$ cat src/rtl/frodo_mem_hub.sv
// frodo_mem_hub: arbitrates NUM_BANKS single-port data-RAM views between the
// Control engine and a host burst load/unload path.
// Optional feature macro: FRODO_HUB_CHECKSUM_EN builds the xfer_sum XOR register.

// Per-bank port mux: engine passthrough while granted, host side otherwise.
module frodo_mem_hub_bank #(
  parameter int AW = 12
) (
  input  logic          gnt,
  input  logic [AW-1:0] eng_addr,
  input  logic          eng_we,
  input  logic [AW-1:0] host_addr,
  input  logic          host_we,
  output logic [AW-1:0] ram_addr,
  output logic          ram_we
);
  assign ram_addr = gnt ? eng_addr : host_addr;
  assign ram_we   = gnt ? eng_we   : host_we;
endmodule

module frodo_mem_hub #(
  parameter int NUM_BANKS  = 2,
  parameter int ADDR_WIDTH = 12,
  parameter int DATA_WIDTH = 64,
  parameter int RD_LATENCY = 1,
  localparam int BANK_W = (NUM_BANKS > 1) ? $clog2(NUM_BANKS) : 1
) (
  input  logic                             clk,
  input  logic                             rstn,
  input  logic                             cmd_valid,
  output logic                             cmd_ready,
  input  logic                             cmd_write,
  input  logic [BANK_W-1:0]                cmd_bank,
  input  logic [ADDR_WIDTH-1:0]            cmd_addr,
  input  logic [ADDR_WIDTH-1:0]            cmd_len,
  input  logic [DATA_WIDTH-1:0]            wr_data,
  input  logic                             wr_valid,
  output logic                             wr_ready,
  output logic [DATA_WIDTH-1:0]            rd_data,
  output logic                             rd_valid,
  input  logic                             rd_ready,
  output logic                             done,
  input  logic                             eng_req,
  output logic                             eng_gnt,
  input  logic [NUM_BANKS*ADDR_WIDTH-1:0]  eng_addr,
  input  logic [NUM_BANKS-1:0]             eng_we,
  input  logic [DATA_WIDTH-1:0]            eng_wdata,
  output logic [NUM_BANKS*ADDR_WIDTH-1:0]  ram_addr,
  output logic [NUM_BANKS-1:0]             ram_we,
  output logic [DATA_WIDTH-1:0]            ram_wdata,
  input  logic [NUM_BANKS*DATA_WIDTH-1:0]  ram_rdata,
  output logic [DATA_WIDTH-1:0]            xfer_sum
);
  localparam int AW    = ADDR_WIDTH;
  localparam int DW    = DATA_WIDTH;
  localparam int DEPTH = RD_LATENCY + 2;
  localparam int PTR_W = $clog2(DEPTH);
  localparam int CNT_W = $clog2(DEPTH + 1);

  typedef enum logic [1:0] {IDLE, WRITE, READ, DRAIN} state_t;

  state_t              state, nxt;
  logic                is_wr, done_q, accept, beat, issue, push, pop, last_pop;
  logic [BANK_W-1:0]   bank_q;
  logic [AW-1:0]       cur_addr, h_addr, host_addr;
  logic [AW:0]         beats_left;
  logic [NUM_BANKS-1:0] h_we, bank_oh;
  logic [DW-1:0]       h_wdata, rsel;
  logic [RD_LATENCY-1:0] vld_q;
  logic [RD_LATENCY:0] vld_pipe;   // vld_pipe[i]: a read was issued i cycles ago
  logic [CNT_W-1:0]    inflight, fcnt;
  logic [CNT_W:0]      occ;
  logic [DW-1:0]       fifo_mem [DEPTH];
  logic [PTR_W-1:0]    wr_ptr, rd_ptr;

  assign eng_gnt   = (state == IDLE);
  assign cmd_ready = (state == IDLE) && !eng_req && !done_q;
  assign accept    = cmd_valid && cmd_ready;
  assign wr_ready  = (state == WRITE);
  assign beat      = wr_valid && wr_ready;
  assign done      = done_q;
  assign rd_valid  = (fcnt != '0);
  assign rd_data   = rd_valid ? fifo_mem[rd_ptr] : '0;
  assign pop       = rd_valid && rd_ready;
  assign vld_pipe  = {vld_q, issue};
  assign push      = vld_pipe[RD_LATENCY];
  assign occ       = {1'b0, inflight} + {1'b0, fcnt};
  assign issue     = (state == READ) && (occ < (CNT_W+1)'(DEPTH));
  assign last_pop  = pop && (fcnt == CNT_W'(1)) && (vld_pipe[RD_LATENCY:1] == '0);
  assign host_addr = (state == READ) ? cur_addr : h_addr;
  assign ram_wdata = eng_gnt ? eng_wdata : h_wdata;

  // Reads in flight, bank decode and returned-word select for the target bank
  always_comb begin
    inflight = '0;
    for (int i = 1; i <= RD_LATENCY; i++) inflight = inflight + CNT_W'(vld_pipe[i]);
    bank_oh = '0;
    rsel    = '0;
    for (int b = 0; b < NUM_BANKS; b++) begin
      if (bank_q == BANK_W'(b)) begin
        bank_oh[b] = 1'b1;
        rsel       = ram_rdata[b*DW +: DW];
      end
    end
  end

  // Next-state logic
  always_comb begin
    nxt = state;
    case (state)
      IDLE:  if (accept) nxt = cmd_write ? WRITE : READ;
      WRITE: if (beat && beats_left == (AW+1)'(1)) nxt = DRAIN;
      READ:  if (issue && beats_left == (AW+1)'(1)) nxt = DRAIN;
      DRAIN: if (is_wr || last_pop) nxt = IDLE;
      default: nxt = IDLE;
    endcase
  end

  // FSM, burst bookkeeping, registered host write port and read FIFO control
  always_ff @(posedge clk) begin
    if (!rstn) begin
      state      <= IDLE;
      done_q     <= 1'b0;
      is_wr      <= 1'b0;
      bank_q     <= '0;
      cur_addr   <= '0;
      beats_left <= '0;
      h_we       <= '0;
      h_addr     <= '0;
      h_wdata    <= '0;
      vld_q      <= '0;
      wr_ptr     <= '0;
      rd_ptr     <= '0;
      fcnt       <= '0;
    end else begin
      state  <= nxt;
      done_q <= (state == DRAIN) && (nxt == IDLE);
      h_we   <= '0;
      vld_q  <= vld_pipe[RD_LATENCY-1:0];
      if (accept) begin
        is_wr      <= cmd_write;
        bank_q     <= cmd_bank;
        cur_addr   <= cmd_addr;
        beats_left <= {1'b0, cmd_len} + (AW+1)'(1);
      end
      if (beat) begin
        h_addr  <= cur_addr;
        h_wdata <= wr_data;
        h_we    <= bank_oh;
      end
      if (beat || issue) begin
        cur_addr   <= cur_addr + AW'(1);
        beats_left <= beats_left - (AW+1)'(1);
      end
      if (push) wr_ptr <= (wr_ptr == PTR_W'(DEPTH-1)) ? '0 : wr_ptr + PTR_W'(1);
      if (pop)  rd_ptr <= (rd_ptr == PTR_W'(DEPTH-1)) ? '0 : rd_ptr + PTR_W'(1);
      case ({push, pop})
        2'b10:   fcnt <= fcnt + CNT_W'(1);
        2'b01:   fcnt <= fcnt - CNT_W'(1);
        default: fcnt <= fcnt;
      endcase
    end
  end

  // FIFO storage; contents are only visible while the count is non-zero
  always_ff @(posedge clk) begin
    if (push) fifo_mem[wr_ptr] <= rsel;
  end

  genvar gb;
  generate
    for (gb = 0; gb < NUM_BANKS; gb++) begin : g_bank
      frodo_mem_hub_bank #(.AW(AW)) u_bank (
        .gnt       (eng_gnt),
        .eng_addr  (eng_addr[gb*AW +: AW]),
        .eng_we    (eng_we[gb]),
        .host_addr (host_addr),
        .host_we   (h_we[gb]),
        .ram_addr  (ram_addr[gb*AW +: AW]),
        .ram_we    (ram_we[gb])
      );
    end
  endgenerate

`ifdef FRODO_HUB_CHECKSUM_EN
  logic [DW-1:0] sum_q;
  // XOR of every word written or delivered in the current burst
  always_ff @(posedge clk) begin
    if (!rstn)       sum_q <= '0;
    else if (accept) sum_q <= '0;
    else             sum_q <= sum_q ^ (beat ? wr_data : '0) ^ (pop ? rd_data : '0);
  end
  assign xfer_sum = sum_q;
`else
  assign xfer_sum = '0;
`endif

endmodule

$ cat config.mk
export PLATFORM = sky130hd
export DESIGN_NAME = frodo_mem_hub
export DESIGN_NICKNAME = d
export VERILOG_FILES = /design/src/rtl/frodo_mem_hub.sv
export SDC_FILE = /design/constraint.sdc
export NUM_CORES = 1
export LEC_CHECK = 0
export CAP_MARGIN = 20
export CORE_AREA = 4 4 209 211
export CTS_BUF_LIST = sky130_fd_sc_hd__clkbuf_8
export CTS_CLUSTER_DIAMETER = 80
export CTS_CLUSTER_SIZE = 25
export DETAILED_ROUTE_END_ITERATION = 8
export DIE_AREA = 0 0 213 215
export PLACE_DENSITY = 0.65
export SLEW_MARGIN = 20
export SYNTH_ARGS = -nofsm -noshare
export SYNTH_HDL_FRONTEND = slang
export SYNTH_SLANG_ARGS = --single-unit
$ cat constraint.sdc
create_clock -name clk -period 8.41 [get_ports clk]
set_clock_uncertainty 0.1 [all_clocks]
set_input_delay 1.682 -clock clk [delete_from_list [all_inputs] [get_ports clk]]
set_output_delay 1.682 -clock clk [all_outputs]
set_load 0.03 [all_outputs]
==> Flow_metrics.wiki <==
{| class="wikitable"
! Metric !! Value
|-
| Layout overhead on the synthesized area || 36.7%
|-
| Ratio of cells with drive above 1 in the final layout || 0.107
|-
| Root cell of the clock tree || sky130_fd_sc_hd__clkbuf_8
|-
| Sort of element at the end of the critical path || primary output
|-
| Via count of the first global-routing pass || about 11k
|-
| Seq/Total Area, Yosys || 0.559
|-
| Final weighted congestion in routability-driven placement || a little over 0.8
|-
| First-pass GRT wire length || between 60,000 and 70,000 um
|-
| HPWL after detailed placement || just over 30,000 um
|-
| Commonest cells in the netlist || sky130_fd_sc_hd__nand2_1, sky130_fd_sc_hd__a21oi_1, sky130_fd_sc_hd__edfxtp_1
|-
| Routed Antenna Nets || 0
|-
| Minimum setup slack in the final design || about 3.3 ns
|-
| Number of primary I/O pins || ~540
|-
| Multi-input gate area in the final layout || between 5000 and 6000 um^2
|-
| Crit path arrival time || 3.32 ns
|-
| Die Footprint || approximately 46,000 um^2
|-
| Fin. max-slew vios || 0
|-
| Clock tree from TritonCTS || done
|-
| Number of flip-flops and latches in the synthesized netlist || ~310
|-
| Die boundary width || approximately 210 um
|-
| Average instance area after synthesis || 10.6 um^2
|-
| Total negative slack for setup checks || 0 ns
|-
| Largest area contributor in the netlist || sky130_fd_sc_hd__edfxtp_1
|-
| Post-detailed-route wirelength per cell || between 15 and 20 um
|-
| Most frequent cell on the critical path || sky130_fd_sc_hd__clkdlybuf4s50_1
|-
| Sink Count || a little over 300
|-
| Residual DRC || 0
|-
| Final wirelength || roughly 43,000 um
|-
| Count of endpoints failing setup in the final report || 0
|-
| Primary FF master, synth || sky130_fd_sc_hd__edfxtp_1
|-
| Die extent in y || approximately 220 um
|-
| Router iterations before antenna repair || 5
|-
| Non-Filler Instances || approximately 2.3k
|-
| Maximum net fanout on the critical path || 1
|-
| Ranking of synthesized cells by area || sky130_fd_sc_hd__edfxtp_1, sky130_fd_sc_hd__dfxtp_1, sky130_fd_sc_hd__mux2_2
|-
| Max-cap check violation count || 0
|-
| Skew-Pair Late Insertion Delay || roughly 0.57 ns
|-
| Share of async-settable or async-resettable flops after synthesis || 0
|-
| Worst-case setup slack after placement || between 3 and 4 ns
|-
| Fraction of post-synthesis cell area in the top cell type by area || 0.397
|-
| EDFF count, synth || 192
|-
| Outcome || finished clean
|-
| Slowest CP cell || sky130_fd_sc_hd__clkdlybuf4s50_1
|-
| Inserted Clock Buffers || 19
|-
| Share of the cycle needed by the critical path after routing || 0.607
|-
| Classification of the worst setup path || primary input to primary output
|-
| Number of vias in the routed layout || 11.4k
|-
| Effective utilization at floorplan || 0.347
|-
| Overall power || just under 4 mW
|-
| Maximum buffer depth of the clock tree || 3
|-
| Number of gates given a new drive strength after cts || 0
|-
| Post-synthesis instance area || between 10,000 and 15,000 um^2
|-
| Hold Fails Final Rpt || 0
|-
| Critical path, cell by cell || clkdlybuf4s50_1 -> nand2_1 -> a21oi_1 -> clkdlybuf4s50_1
|-
| Total global routing overflow || 0
|-
| Worst max-slew margin expressed relative to the limit || 0.351
|-
| Number of antenna violations at the first check in global routing || 5
|-
| Hold buffer count at CTS || 0
|-
| Yosys warning count || 0
|-
| Data required time at the worst endpoint || around 6.6 ns
|-
| Number of DRC markers in iteration 0 || ~500
|-
| Max Fclk || between 150 and 200 MHz
|-
| Site Rows || 75
|-
| Core Box Area || ~42,000 um^2
|-
| Filler Cells Inserted || just under 4k
|-
| Clock transition time at the flip-flop clock pins of the worst setup and hold paths || ~0.15 ns
|-
| Layout net count || approximately 2.1k
|-
| Total routing usage reported by global routing || 0.174
|-
| Maximum number of pins on one net before global-route repair || slightly above 90
|-
| IO Port Bufs || 472
|-
| Sequential cell area || 8120 um^2
|-
| Inst Count DP || between 2k and 2.5k
|-
| Number of buffers inserted to repair setup after CTS || 0
|-
| Cell leakage power || 6.82 nW
|-
| Number of vias per cell || between 4 and 5
|-
| Cells after synthesis || approximately 1.4k
|-
| Worst Max-Slew Pin Slew || around 1 ns
|-
| Areal power density over the cells || slightly below 200 nW/um^2
|-
| Number of distinct library cells after synthesis || 60
|-
| Path class of the lowest-slack min-delay path || flip-flop to flip-flop
|-
| CP startpoint kind || primary input
|-
| Worst-case vdd ir drop || between 0.09 and 0.1 mV
|-
| Max H-tree Level || 1
|-
| Crit path largest cell delay || approximately 0.76 ns
|-
| Most frequently used cell type in the post-synthesis netlist || sky130_fd_sc_hd__nand2_1
|-
| Setup repair after global routing missed its margin || false
|-
| Post-layout minimum cycle time || around 5.1 ns
|}
==> cells in the final DEF, fill, tap and decap left out, types with 3 or more instances in the layout <==
cell type                         netlist  routed
sky130_fd_sc_hd__xnor2_1                6       6
sky130_fd_sc_hd__a2bb2oi_1              3       3
sky130_fd_sc_hd__clkbuf_8               0      19
sky130_fd_sc_hd__nor2_1               168     165
sky130_fd_sc_hd__dfxtp_1              117     114
sky130_fd_sc_hd__diode_2                0       5
sky130_fd_sc_hd__o21ai_0               11      11
sky130_fd_sc_hd__buf_4                 67      13
sky130_fd_sc_hd__nor4_1                 3       3
sky130_fd_sc_hd__a311oi_1               5       5
sky130_fd_sc_hd__inv_16                 0       3
sky130_fd_sc_hd__nand3_1               14      14
sky130_fd_sc_hd__edfxtp_1             192     192
sky130_fd_sc_hd__conb_1                 1      64
sky130_fd_sc_hd__mux2i_1               65      65
sky130_fd_sc_hd__or4_1                  3       3
sky130_fd_sc_hd__a31oi_1                3       3
sky130_fd_sc_hd__a21oi_1              197     197
sky130_fd_sc_hd__nor3_1                 9       8
sky130_fd_sc_hd__nor2_4                 0       3
sky130_fd_sc_hd__and2_1                 4       4
sky130_fd_sc_hd__mux2_2               130     130
sky130_fd_sc_hd__nand4_1                5       5
sky130_fd_sc_hd__nand2_1              204     203
sky130_fd_sc_hd__ha_1                   9       8
sky130_fd_sc_hd__a211oi_1               5       5
sky130_fd_sc_hd__o211ai_1               5       5
sky130_fd_sc_hd__xor2_1                 5       5
sky130_fd_sc_hd__o21a_1                 3       3
sky130_fd_sc_hd__dfxtp_4                0       3
sky130_fd_sc_hd__inv_1                 12      13
sky130_fd_sc_hd__clkdlybuf4s50_1        0     472
==> stage by stage <==
stage / hold WS (ns) / area (um^2) / util
6_report: 0.366 / 19800 / 0.475
5_1_grt: 0.387 / 19800 / 0.475
4_1_cts: 0.369 / 19800 / 0.475
3_5_place_dp: 0.350 / 19400 / 0.465
3_3_place_gp: 0.342 / 19400 / 0.465
2_1_floorplan: 0.334 / 14700 / -
==> where the power goes <==
part	internal, mW	switching [mW]	total, mW	leakage, nW
Combinational	0.602	0.809	1.41	3.93
Sequential	1.65	0.0466	1.70	2.68
Clock	0.257	0.512	0.769	0.213
Total	2.51	1.37	3.88	6.82
==> worst paths after layout <==
kind | start | endpoint | slack [ns] | cells past startpoint
setup / recovery | eng_addr[11] | ram_addr[11] | 3.30 | 4
hold / removal | h_wdata[52] | h_wdata[52] | 0.37 | 2
setup reg to reg | state[0] | beats_left[9] | 5.18 | 6
hold reg to reg | h_wdata[52] | h_wdata[52] | 0.37 | 2
==> state kept, by name, summed over array words and instances (netlist names), named ones only <==
name	count
cur_addr	12
h_wdata	64
is_wr	1
state	2
h_addr	12
bank_q	1
wr_ptr	2
fcnt	2
beats_left	13
rd_ptr	2
done	1
h_we	2
push	1
fifo_mem	192
==> cell families after synthesis <==
logic type                 Yosys count  synth area share
and+or+nand+nor                    423             0.119
DFF                                309             0.559
AOI/OAI and AO/OA                  253            0.0989
muxes                              195             0.146
buffers and inverters              166            0.0627
xor gates and xnor gates            11           0.00664
adders and majority gates            9           0.00776
other                                1          0.000259
==> metal layers <==
layer  track usage  vias to the layer above  wire length, um
met1         0.222                     5414            17800
met4        0.0410                        0              625
met3        0.0400                       34             3250
li1              -                     5522                -
met5             0                        -                0
met2         0.299                      395            21300
==> layout make-up <==
| class | instances | area share |
|---|---|---|
| flip-flops and latches | 309 | 0.409 |
| multi-input cells | 955 | 0.290 |
| repair buffers | 485 | 0.243 |
| well taps | 539 | 0.0340 |
| clock buffers | 19 | 0.0132 |
| clock inverters | 13 | 0.00688 |
| inverters | 13 | 0.00252 |
| diodes | 5 | 0.000631 |
==> worst max-delay path: cells and delay by family <==
family | cells | cell delay (ns)
buffers and inverters | 2 | 1.23
AOI/OAI and AO/OA | 1 | 0.36
and+or+nand+nor | 1 | 0.05
Power figures use the tool's default switching activity.
